$ cat src/rtl/stress_response.sv
`default_nettype none
// ============================================================================
// Module      : stress_response
// Description : Four-state stress-response controller driven by a downscaled
//               cortisol level. State moves one step at a time after a run of
//               consecutive qualifying ticks. A long run at the maximum level
//               in STRESSED forces EXHAUSTED. A long run at level 0 in
//               EXHAUSTED returns directly to CALM.
//
// Ports       : clk            - system clock, rising-edge active
//               rst_n          - synchronous active-low reset
//               cortisol_level - input level 0..3
//               tick           - evaluation strobe; nothing advances without it
//               stress_state   - 0 CALM, 1 ALERT, 2 STRESSED, 3 EXHAUSTED
//               state_change   - one-cycle pulse when stress_state changes
//               exhaust_count  - saturating count of entries into EXHAUSTED
// Revision    : 1.0 - initial release
// ============================================================================
module stress_response #(
    parameter int unsigned DWELL         = 4,
    parameter int unsigned RECOVER       = 8,
    parameter int unsigned EXHAUST_LIMIT = 16,
    parameter int unsigned EXHAUST_REST  = 32
) (
    input  logic       clk,
    input  logic       rst_n,
    input  logic [1:0] cortisol_level,
    input  logic       tick,
    output logic [1:0] stress_state,
    output logic       state_change,
    output logic [3:0] exhaust_count
);

    localparam logic [7:0] c_dwell   = DWELL[7:0];
    localparam logic [7:0] c_recover = RECOVER[7:0];
    localparam logic [7:0] c_limit   = EXHAUST_LIMIT[7:0];
    localparam logic [7:0] c_rest    = EXHAUST_REST[7:0];

    typedef enum logic [1:0] {
        ST_CALM      = 2'd0,
        ST_ALERT     = 2'd1,
        ST_STRESSED  = 2'd2,
        ST_EXHAUSTED = 2'd3
    } state_t;

    state_t     r_state,  w_state_nxt;
    logic [7:0] r_esc,    w_esc_nxt;
    logic [7:0] r_rec,    w_rec_nxt;
    logic [7:0] r_exh,    w_exh_nxt;
    logic [7:0] r_rest,   w_rest_nxt;
    logic [3:0] r_cnt,    w_cnt_nxt;
    logic       r_change, w_change_nxt;

    logic [1:0] w_target;
    logic [7:0] w_esc_inc;
    logic [7:0] w_rec_inc;
    logic [7:0] w_exh_inc;
    logic [7:0] w_rest_inc;
    logic       w_level_max;

    // Target level clamps at STRESSED; EXHAUSTED is reachable only through
    // the exhaust timer, never by ordinary escalation.
    assign w_target    = (cortisol_level == 2'd3) ? 2'd2 : cortisol_level;
    assign w_level_max = (cortisol_level == 2'd3);
    assign w_esc_inc   = r_esc + 8'd1;
    assign w_rec_inc   = r_rec + 8'd1;
    assign w_exh_inc   = r_exh + 8'd1;
    assign w_rest_inc  = r_rest + 8'd1;

    always_ff @(posedge clk) begin
        if (!rst_n) begin
            r_state  <= ST_CALM;
            r_esc    <= 8'd0;
            r_rec    <= 8'd0;
            r_exh    <= 8'd0;
            r_rest   <= 8'd0;
            r_cnt    <= 4'd0;
            r_change <= 1'b0;
        end else begin
            r_state  <= w_state_nxt;
            r_esc    <= w_esc_nxt;
            r_rec    <= w_rec_nxt;
            r_exh    <= w_exh_nxt;
            r_rest   <= w_rest_nxt;
            r_cnt    <= w_cnt_nxt;
            r_change <= w_change_nxt;
        end
    end

    always_comb begin
        w_state_nxt  = r_state;
        w_esc_nxt    = r_esc;
        w_rec_nxt    = r_rec;
        w_exh_nxt    = r_exh;
        w_rest_nxt   = r_rest;
        w_cnt_nxt    = r_cnt;
        w_change_nxt = 1'b0;

        if (tick) begin
            if (r_state == ST_EXHAUSTED) begin
                w_esc_nxt = 8'd0;
                w_rec_nxt = 8'd0;
                w_exh_nxt = 8'd0;
                if (cortisol_level == 2'd0) begin
                    if (w_rest_inc == c_rest) begin
                        w_state_nxt  = ST_CALM;
                        w_rest_nxt   = 8'd0;
                        w_change_nxt = 1'b1;
                    end else begin
                        w_rest_nxt = w_rest_inc;
                    end
                end else begin
                    w_rest_nxt = 8'd0;
                end
            end else begin
                w_rest_nxt = 8'd0;
                w_esc_nxt  = (w_target > r_state) ? w_esc_inc : 8'd0;
                w_rec_nxt  = (w_target < r_state) ? w_rec_inc : 8'd0;
                w_exh_nxt  = ((r_state == ST_STRESSED) && w_level_max) ? w_exh_inc : 8'd0;

                // Exhaustion requires level 3 while recovery requires level < 2,
                // so at most one of these branches can qualify on a given tick.
                if ((r_state == ST_STRESSED) && w_level_max && (w_exh_inc == c_limit)) begin
                    w_state_nxt  = ST_EXHAUSTED;
                    w_cnt_nxt    = (r_cnt == 4'd15) ? r_cnt : r_cnt + 4'd1;
                    w_esc_nxt    = 8'd0;
                    w_rec_nxt    = 8'd0;
                    w_exh_nxt    = 8'd0;
                    w_change_nxt = 1'b1;
                end else if ((w_target > r_state) && (w_esc_inc == c_dwell)) begin
                    w_state_nxt  = state_t'(r_state + 2'd1);
                    w_esc_nxt    = 8'd0;
                    w_rec_nxt    = 8'd0;
                    w_change_nxt = 1'b1;
                end else if ((w_target < r_state) && (w_rec_inc == c_recover)) begin
                    w_state_nxt  = state_t'(r_state - 2'd1);
                    w_esc_nxt    = 8'd0;
                    w_rec_nxt    = 8'd0;
                    w_exh_nxt    = 8'd0;
                    w_change_nxt = 1'b1;
                end
            end
        end
    end

    assign stress_state  = r_state;
    assign state_change  = r_change;
    assign exhaust_count = r_cnt;

endmodule
`default_nettype wire

$ cat config.mk
export PLATFORM = sky130hd
export DESIGN_NAME = stress_response
export DESIGN_NICKNAME = d
export VERILOG_FILES = /design/src/rtl/stress_response.sv
export SDC_FILE = /design/constraint.sdc
export NUM_CORES = 1
export LEC_CHECK = 0
export BUFFER_PORTS_ARGS = -buffer_cell sky130_fd_sc_hd__buf_2
export CORE_AREA = 2 2 55 96
export DETAILED_ROUTE_END_ITERATION = 12
export DIE_AREA = 0 0 57 98
export GPL_TIMING_DRIVEN = 0
export HOLD_SLACK_MARGIN = 0.02
export PLACE_DENSITY = 0.73
export SLEW_MARGIN = 20
export SYNTH_ARGS = -nofsm -noshare
export SYNTH_HDL_FRONTEND = slang
export SYNTH_SLANG_ARGS = --single-unit
$ cat constraint.sdc
create_clock -name clk -period 2.16 [get_ports clk]
set_input_delay 0.324 -clock clk [delete_from_list [all_inputs] [get_ports clk]]
set_output_delay 0.324 -clock clk [all_outputs]
set_load 0.05 [all_outputs]
# Word-level counts from Yosys, hierarchy flattened
# Cells that the tools add are included.
# W data, S select, Z words.
dict set report word_totals {
  register_bits 39
  input_bits 5
  out_inout_bits 7
  wordCells 68
}
dict set report classes {
  addsub 7
  order_cmp 2
  eq_ne 10
  n_mux 31
  bitwise 2
  n_reduce_logical 9
}
# op count
set op_table {}
lappend op_table {{$mux W8} 18}
lappend op_table {{$add A8 B1 Y8 const B} 4}
lappend op_table {{$mux W2} 7}
lappend op_table {{$eq A8 B3 Y1 const B} 1}
lappend op_table {{$eq A8 B4 Y1 const B} 1}
lappend op_table {{$eq A8 B5 Y1 const B} 1}
lappend op_table {{$eq A8 B6 Y1 const B} 1}
lappend op_table {{$reduce_and A4 Y1} 2}
lappend op_table {{$eq A2 B2 Y1 const B} 3}
lappend op_table {{$mux W1} 6}
lappend op_table {{$add A4 B1 Y4 const B} 1}
lappend op_table {{$eq A4 B4 Y1 const B} 1}
lappend op_table {{$logic_and A1 B1 Y1} 4}
lappend op_table {{$ne A2 B1 Y1 const B} 2}
lappend op_table {{$reduce_bool A4 Y1} 1}
lappend op_table {{$add A2 B1 Y2 const B} 1}
lappend op_table {{$gt A2 B2 Y1} 1}
lappend op_table {{$logic_not A2 Y1} 1}
lappend op_table {{$lt A2 B2 Y1} 1}
lappend op_table {{$not A1 Y1} 2}
lappend op_table {{$reduce_and A2 Y1} 1}
lappend op_table {{$sub A2 B1 Y2 const B} 1}

# Logic depth before layout (Yosys ltp)
# Gate-level depths: netlist of the first run.
dict set report logic_depth {
  ltp_word 8
  ltp_mapped 8
  depth_no_buf 8
}

# Least setup slack after synthesis of the first run
# Ideal clock, no wire load.
dict set report synth_timing {
  kind {register to register}
  start {register r_state[1] (netlist: stress_state[1])}
  end {register r_state[0] (netlist: stress_state[0])}
  setup_ns 0.072
  t_arrival_ns 2.292
  required_ns 2.088
  path_slack_ns -0.204
  path_stages_with_launch 9
  n_path_buf 0
  period_less_slack_ns 2.364
  cell_sequence {dfxtp_1 inv_1 ha_1 nor2b_1 o21a_1 o311ai_2 o21ai_1 o311ai_2 mux2i_1}
}
dict set report synth_via {
  elab_chain_cells 5
  elab_cells_between_ends 15
  cone_classes {order compare (2); eq/ne (4); mux (3); reduce/logical (6)}
}
# item line
set synth_rtl {}
lappend synth_rtl {{start: declaration} 46} ;# state_t r_state, w_state_nxt;
lappend synth_rtl {{start signal: assignment} 80} ;# r_state <= w_state_nxt;
lappend synth_rtl {{$gt A2 B2 Y1 / $eq A2 B2 Y1 (equally long branches)} {130, 123}}
lappend synth_rtl {{$logic_and A1 B1 Y1 (on tied branches)} {130, 123}}
lappend synth_rtl {{$mux W2 / $logic_and A1 B1 Y1 (equally long branches)} {130, 123}}
lappend synth_rtl {{$mux W2 / $reduce_bool A4 Y1 (equally long branches)} n/a}
lappend synth_rtl {{$mux W2 / $reduce_and A4 Y1 (equally long branches)} n/a}
# Several ways; a longest one is shown, not always the timed one.
# A chain may end at the register's enable or synchronous reset.

# Final worst setup path of the first run
dict set report layout_timing {
  start {register r_exh[4]}
  end {register r_exh[3]}
}
dict set report layout_via {
  elab_chain_cells 5
}
# item line
set layout_rtl {}
lappend layout_rtl {{start: declaration} 49} ;# logic [7:0] r_exh, w_exh_nxt;
lappend layout_rtl {{start signal: assignment} 83} ;# r_exh <= w_exh_nxt;
lappend layout_rtl {{$add A8 B1 Y8} 67} ;# assign w_exh_inc = r_exh + 8'd1;
lappend layout_rtl {{$eq A8 B5 Y1} 123} ;# if ((r_state == ST_STRESSED) && w_level_max && (w_exh_inc == c_limit)) begin
lappend layout_rtl {{$logic_and A1 B1 Y1} 123}
lappend layout_rtl {{$mux W8} 123}
lappend layout_rtl {{$mux W8} 100} ;# if (r_state == ST_EXHAUSTED) begin
# Every way passes these cells.

==> results of run 1 <==
routing by layer:
metal,vias to the layer above,wire length (um),global-route usage [%]
met5,-,0,0
met4,0,303,12.88
met3,26,214,3.179
met2,69,3909,47.13
met1,1316,2745,26.39
li1,1314,-,-
placed cells by master (no fill, tap or decap), types with 3 or more instances in the layout:
master     Yosys  routed
nand2_1       46      46
ha_1           9       6
buf_2          6      11
xnor2_1        3       3
nor4_1         5       3
a21oi_1       27      26
or3_1          7       7
dfxtp_1       39      31
a22oi_1        3       3
inv_1          7       7
nand3_1       22      20
nand4b_1       6       6
nor3b_1        3       3
o211ai_1       5       5
clkbuf_1      11       8
o21ai_0       11       9
nand4_1       15      15
nor2b_1        7       6
ha_4           0       3
dfxtp_2        0       3
buf_4          0      16
and3_1         9       8
nor3_1        12      11
nor2_1        18      18
dfxtp_4        0       5
o2111ai_1      4       3
a31oi_1        6       4
clkbuf_4       0       3
buf_6          1       3
clkbuf_8       0       7
or2_2          5       5
and2_1         7       6
repair_timing:
item	4_1_cts	5_1_grt
setup endpoints to repair	29	31
setup buffers	4	10
gates cloned	1	1
pin swaps	4	10
resized for setup	20	33
path summary, 6_finish.rpt:
| check | end | slack [ps] | cells after the start |
|---|---|---|---|
| hold reg to reg | r_exh[7] | 480 | 2 |
| setup reg to reg | r_exh[3] | -7 | 8 |
| hold / removal | r_rest[7] | 450 | 2 |
| setup / recovery | r_exh[3] | -7 | 8 |
flip-flops by register name, summed over array words and instances, names as in the netlist:
signal	flops
exhaust_count	4
r_esc	8
r_exh	8
r_rec	8
r_rest	8
state_change	1
stress_state	2
power groups by stage:
stage	sequential [W]	clock [W]	combinational [W]
after floorplan	0.000740	0	0.0000545
after global placement	0.000741	0	0.0000835
after detailed placement	0.000741	0	0.0000843
after CTS	0.000725	0.000652	0.0000917
after global routing	0.000721	0.000678	0.000112
final	0.000720	0.000649	0.000103
area by class of cell:
| class | count | share of cell area, % |
|---|---|---|
| repair buffers | 26 | 5.502 |
| plain buffers | 17 | 3.519 |
| inverters | 9 | 1.092 |
| multi-input cells | 269 | 57.93 |
| well taps | 54 | 2.184 |
| clock buffers | 6 | 2.670 |
| clock inverters | 2 | 1.133 |
| flip-flops and latches | 39 | 25.97 |
per-stage QoR:
stage	instances	utilization, %	TNS [ps]
5_1_grt	422	63.78	-471.2
6_report	422	63.78	-6.787
2_1_floorplan	336	-	-13.00
3_5_place_dp	400	55.06	-5074
4_1_cts	413	59.62	0
3_3_place_gp	400	55.06	-3359
worst reg2reg max path, cell delays in order (launching register included):
cell,delay [ps]
dfxtp_1,330
clkbuf_4,180
and3_1,240
a211oi_1,130
or2_2,350
a31oi_4,310
buf_6,180
nand4_1,120
a31oi_2,260
kinds of logic after synthesis:
logic type / after synthesis / synth area share (%)
AND/OR/NAND/NOR: 174 / 36.80
AO/OA/AOI/OAI: 79 / 20.85
flip-flops: 39 / 30.62
buffers and inverters: 28 / 4.711
adder cells (fa/ha/maj): 9 / 4.416
XOR/XNOR: 4 / 1.374
multiplexers: 3 / 1.227
==> results.toml, run 1 <==
[final_layout]
nets = 381
seqCellArea_sq_um = 803.3
area_growth_pct = 21.30
fillers = 423
layout-drive-gt1-share_pct = 23.10
fin_area_sq_um = 3093
num_antenna_cells = 0
multi_input_area_sq_um = 1792

[worst_setup_path]
crit_buf_inv = 2
critPathLaunchType = "flop"
path_max_fanout = 7
reg2reg_from = "r_exh[4]"
critPathMaxStageDelay_ps = 350
crit_start = "r_exh[4]"
path_cells = "clkbuf_4, and3_1, a211oi_1, or2_2, a31oi_4, buf_6, nand4_1, a31oi_2"
worstSetupEndpointType = "flop"
critPathTopFamily = "simple AND/OR/NAND/NOR gates"
cp.arrival_ps = 2380
worstSetupPathType = "flop to flop"
worst_path_max_delay_cell = "or2_2"
cp.required_ps = 2370

[sta]
fin_crit_ps = 2167
rsz0062_at_grt = "true"
hold_viol_final = 0
worst_pin_slew_ps = 633.9
worst_hold_slack_ps = 445.6
setup_viol = 1
period_share_pct = 100.3
relSlewSlack_pct = 57.74
fmax_mhz = 461.5
fin_ws_ps = -6.787
worst_clock_skew_ps = 8.790
maxSlewViolCount = 0

[synthesis]
synth_area_sq_um = 2550
syn_inst = 336
synthTopCellsByArea = "dfxtp_1 31%, nand2_1 6.8%, a21oi_1 5.3%"
async_reset_ff_share_pct = 0
synth-warning-count = 0
yosysSeqAreaShare_pct = 30.62
yosysTopAreaCellShare_pct = 30.62
synth_largest_area_cell = "dfxtp_1"
synth-seq-cells = 39
syn_area_per_cell_sq_um = 7.589
synth_edf_count = 0
ys_types = 57
synthMostInstantiatedCell = "nand2_1"
ys.flop_type = "dfxtp_1"
synthTopCellsByCount = "46 x nand2_1, 39 x dfxtp_1, 27 x a21oi_1"
syn_nets = 350

[global_route]
antenna_found_initial = 0
grt_use_total_pct = 25.22
grt_pass1_vias = 2529
grt_pass1_wl_um = 11370
overflow = 0
grt_max_degree = 13

[placed_design]
preCtsSetupSlack_ps = -288.4
post_dp_cell_area_sq_um = 2670
dp_hpwl_um = 4780
gp_congestion = 0.8549
portBuffers = 10

[outcome]
status = "finished, violations left"
violations = "setup timing"

[detailed_routing]
wire_per_inst_um = 17.00
final_antenna_net_count = 0
vias = 2725
drt_iter0_drc = 120
wirelength_um = 7174
drt-vias-per-instance = 6.457
drc = 0
first_pass_iters = 4

[cts]
clockBufferDepth = 2
cts_made_buffers = 5
clock_latency_ps = 300
path_clk_slew_ps = 80
htreeDepth = 2
cts_tree = "built"
root_buffer = "clkbuf_8"
cts_sinks = 39
ctsHoldBuffers = 0

[power]
p_comb_share_pct = 7.0
power_frac_seq_pct = 48.9
pwr-share-clk_pct = 44.1
power.share.switching_pct = 23.76
ir_worst_vdd_v = 0.0004612
power.total_w = 0.001473
internal_power_w = 0.001123
power_density_nw_per_um2 = 476.3
p_sw_w = 0.0003501
leakage_nw = 1.061

[floorplan]
dieWidth_um = 57
die_y_um = 98
initial_core_util_pct = 52.58
core.rowCount = 34
dieArea_sq_um = 5586
core_sq_um = 4850
ios = 12

[run]
maxCapViolCount = 0

[hold_path]
hp-start = "rst_n"
hp-class = "primary input to flop"
Note: power is estimated with default switching activity, not from simulation.
==> run 2, diff against run 1 <==
--- a/config.mk
+++ b/config.mk
@@ -6,12 +6,11 @@
 export NUM_CORES = 1
 export LEC_CHECK = 0
 export BUFFER_PORTS_ARGS = -buffer_cell sky130_fd_sc_hd__buf_2
-export CORE_AREA = 2 2 55 96
+export CORE_AREA = 2 2 73 127
 export DETAILED_ROUTE_END_ITERATION = 12
-export DIE_AREA = 0 0 57 98
+export DIE_AREA = 0 0 75 129
 export GPL_TIMING_DRIVEN = 0
 export HOLD_SLACK_MARGIN = 0.02
-export PLACE_DENSITY = 0.73
 export SLEW_MARGIN = 20
 export SYNTH_ARGS = -nofsm -noshare
 export SYNTH_HDL_FRONTEND = slang
==> run 2 against run 1 <==
Effect of this change: the flow now finishes without violations; non-clock buffer count is 7 lower; core utilization fell by 27 points; via count is 5.0% lower; hold slack gained 47 ps; clock power up 35%; routed wire length fell by 5.2%; first-iteration DRC count up 0.83%; worst setup slack better by 55 ps; cell area grew 2.5%; critical path depth is 2 higher; clock skew shrank 4.3 ps; register-to-register slack gained 60 ps; largest cell class unchanged.
==> results.toml, run 2 (synthesized netlist as in run 1, its figures left out) <==
[outcome]
status = "complete, no violations"

[sta]
worst_pin_slew_ps = 625.1
period_share_pct = 97.75
worst_clock_skew_ps = 4.460
fmax_mhz = 473.6
hold_viol_final = 0
fin_crit_ps = 2111
fin_ws_ps = 48.65
maxSlewViolCount = 0
setup_viol = 0
rsz0062_at_grt = "true"
relSlewSlack_pct = 58.33

[worst_setup_path]
crit_buf_inv = 3
worst-path-stages = 10
worstSetupEndpointType = "flop"
worstSetupPathType = "flop to flop"
cp.arrival_ps = 2290
path_cells = "inv_1, ha_1, nor2b_2, o21a_2, o311ai_2, buf_4, buf_4, xnor2_1, a211o_1, o32ai_1"
reg2regPathDepth = 10
cpMostUsedCell = "buf_4"
critPathLaunchType = "flop"
critPathMaxStageDelay_ps = 360
path_max_fanout = 4
cp.required_ps = 2340
worst_path_max_delay_cell = "dfxtp_2"
critPathTopFamily = "compound AO/OA/AOI/OAI gates"

[placed_design]
dp.cells = 463
post_dp_cell_area_sq_um = 2749
dp_hpwl_um = 4832
portBuffers = 10
gp_congestion = 0.7698
preCtsSetupSlack_ps = -255.5

[run]
maxCapViolCount = 0

[detailed_routing]
final_antenna_net_count = 0
drc = 0
drt_iter0_drc = 121
drt-vias-per-instance = 5.414
first_pass_iters = 4
wire_per_inst_um = 14.23
vias = 2588
wirelength_um = 6800

[cts]
ctsHoldBuffers = 0
cts_tree = "built"
root_buffer = "clkbuf_16"
path_clk_slew_ps = 60
cts_made_buffers = 5
htreeDepth = 2
cts_sinks = 39
clock_latency_ps = 280
clockBufferDepth = 2

[final_layout]
seqCellArea_sq_um = 795.8
area_growth_pct = 24.29
final_cell_mix = "46 x nand2_1, 31 x dfxtp_1, 27 x a21oi_1"
layout-drive-gt1-share_pct = 20.78
num_antenna_cells = 0
layout_commonest_cell = "nand2_1"
nets = 374
fin_area_sq_um = 3169
final_cells = 478
fillers = 885
multi_input_area_sq_um = 1797

[global_route]
grt_pass1_vias = 2447
grt_pass1_wl_um = 11380
grt_use_total_pct = 15.16
grt_max_degree = 13
antenna_found_initial = 0
overflow = 0

[power]
power.total_w = 0.001695
power_density_nw_per_um2 = 534.7
ir_worst_vdd_v = 0.0002933
leakage_nw = 1.054

[hold_path]
hp-class = "primary input to flop"
holdPathStages = 2

[floorplan]
dieWidth_um = 75
die_y_um = 129
core_sq_um = 8615
ios = 12
initial_core_util_pct = 29.60
core.rowCount = 45
dieArea_sq_um = 9675
## run 2: metrics by stage
step	TNS (ps)	util, %	hold slack [ps]
3_5_place_dp	-4402	31.91	476.2
4_1_cts	0	35.38	483.3
6_report	0	36.79	492.5
2_1_floorplan	-13.00	-	450.5
3_3_place_gp	-4100	31.91	467.4
5_1_grt	-469.0	36.79	496.2
## run 2: area by class of cell
cell class                      instances  area share [%]
Inverter                                9           1.066
Timing Repair Buffer                   19           3.711
Tap cell                              117           4.619
Buffer                                 17           3.316
Clock buffer                            6           4.382
Sequential cell                        39           25.11
Clock inverter                          2           1.105
Multi-Input combinational cell        269           56.69
## run 2: power breakdown
group | internal [W] | switching (W) | total, W
clock | 0.000575 | 0.000301 | 0.000876
combinational | 0.0000272 | 0.0000671 | 0.0000943
sequential | 0.000720 | 0.00000449 | 0.000724
total | 0.00132 | 0.000373 | 0.00169
## run 2: final timing paths
path / end / startpoint / slack (ps)
max: stress_state[1] / stress_state[1] / 50
min: r_rest[7] / rst_n / 490
max reg2reg: stress_state[1] / stress_state[1] / 50
min reg2reg: r_exh[7] / r_exh[7] / 490
## run 2: worst register-to-register path: cells and delay by family (launching register included)
family / cells / cell delay (ps)
AOI/OAI and AO/OA: 4 / 690
xor gates and xnor gates: 1 / 120
adders and majority gates: 1 / 290
buffers and inverters: 3 / 390
DFF: 1 / 360
and+or+nand+nor: 1 / 180
## run 2: timing repair
item	CTS	global route
pin swaps	4	5
hold endpoints to repair	0	0
setup endpoints to repair	29	19
buffers inserted	3	6
gates resized for setup	24	20
## run 2: per-layer routing
layer / track usage, % / vias to the layer above / part of all wire (%)
met2: 27.71 / 58 / 55
met5: 0 / - / 0
met3: 2.193 / 14 / 2.7
li1: - / 1296 / -
met4: 8.508 / 0 / 3.1
met1: 15.79 / 1220 / 39
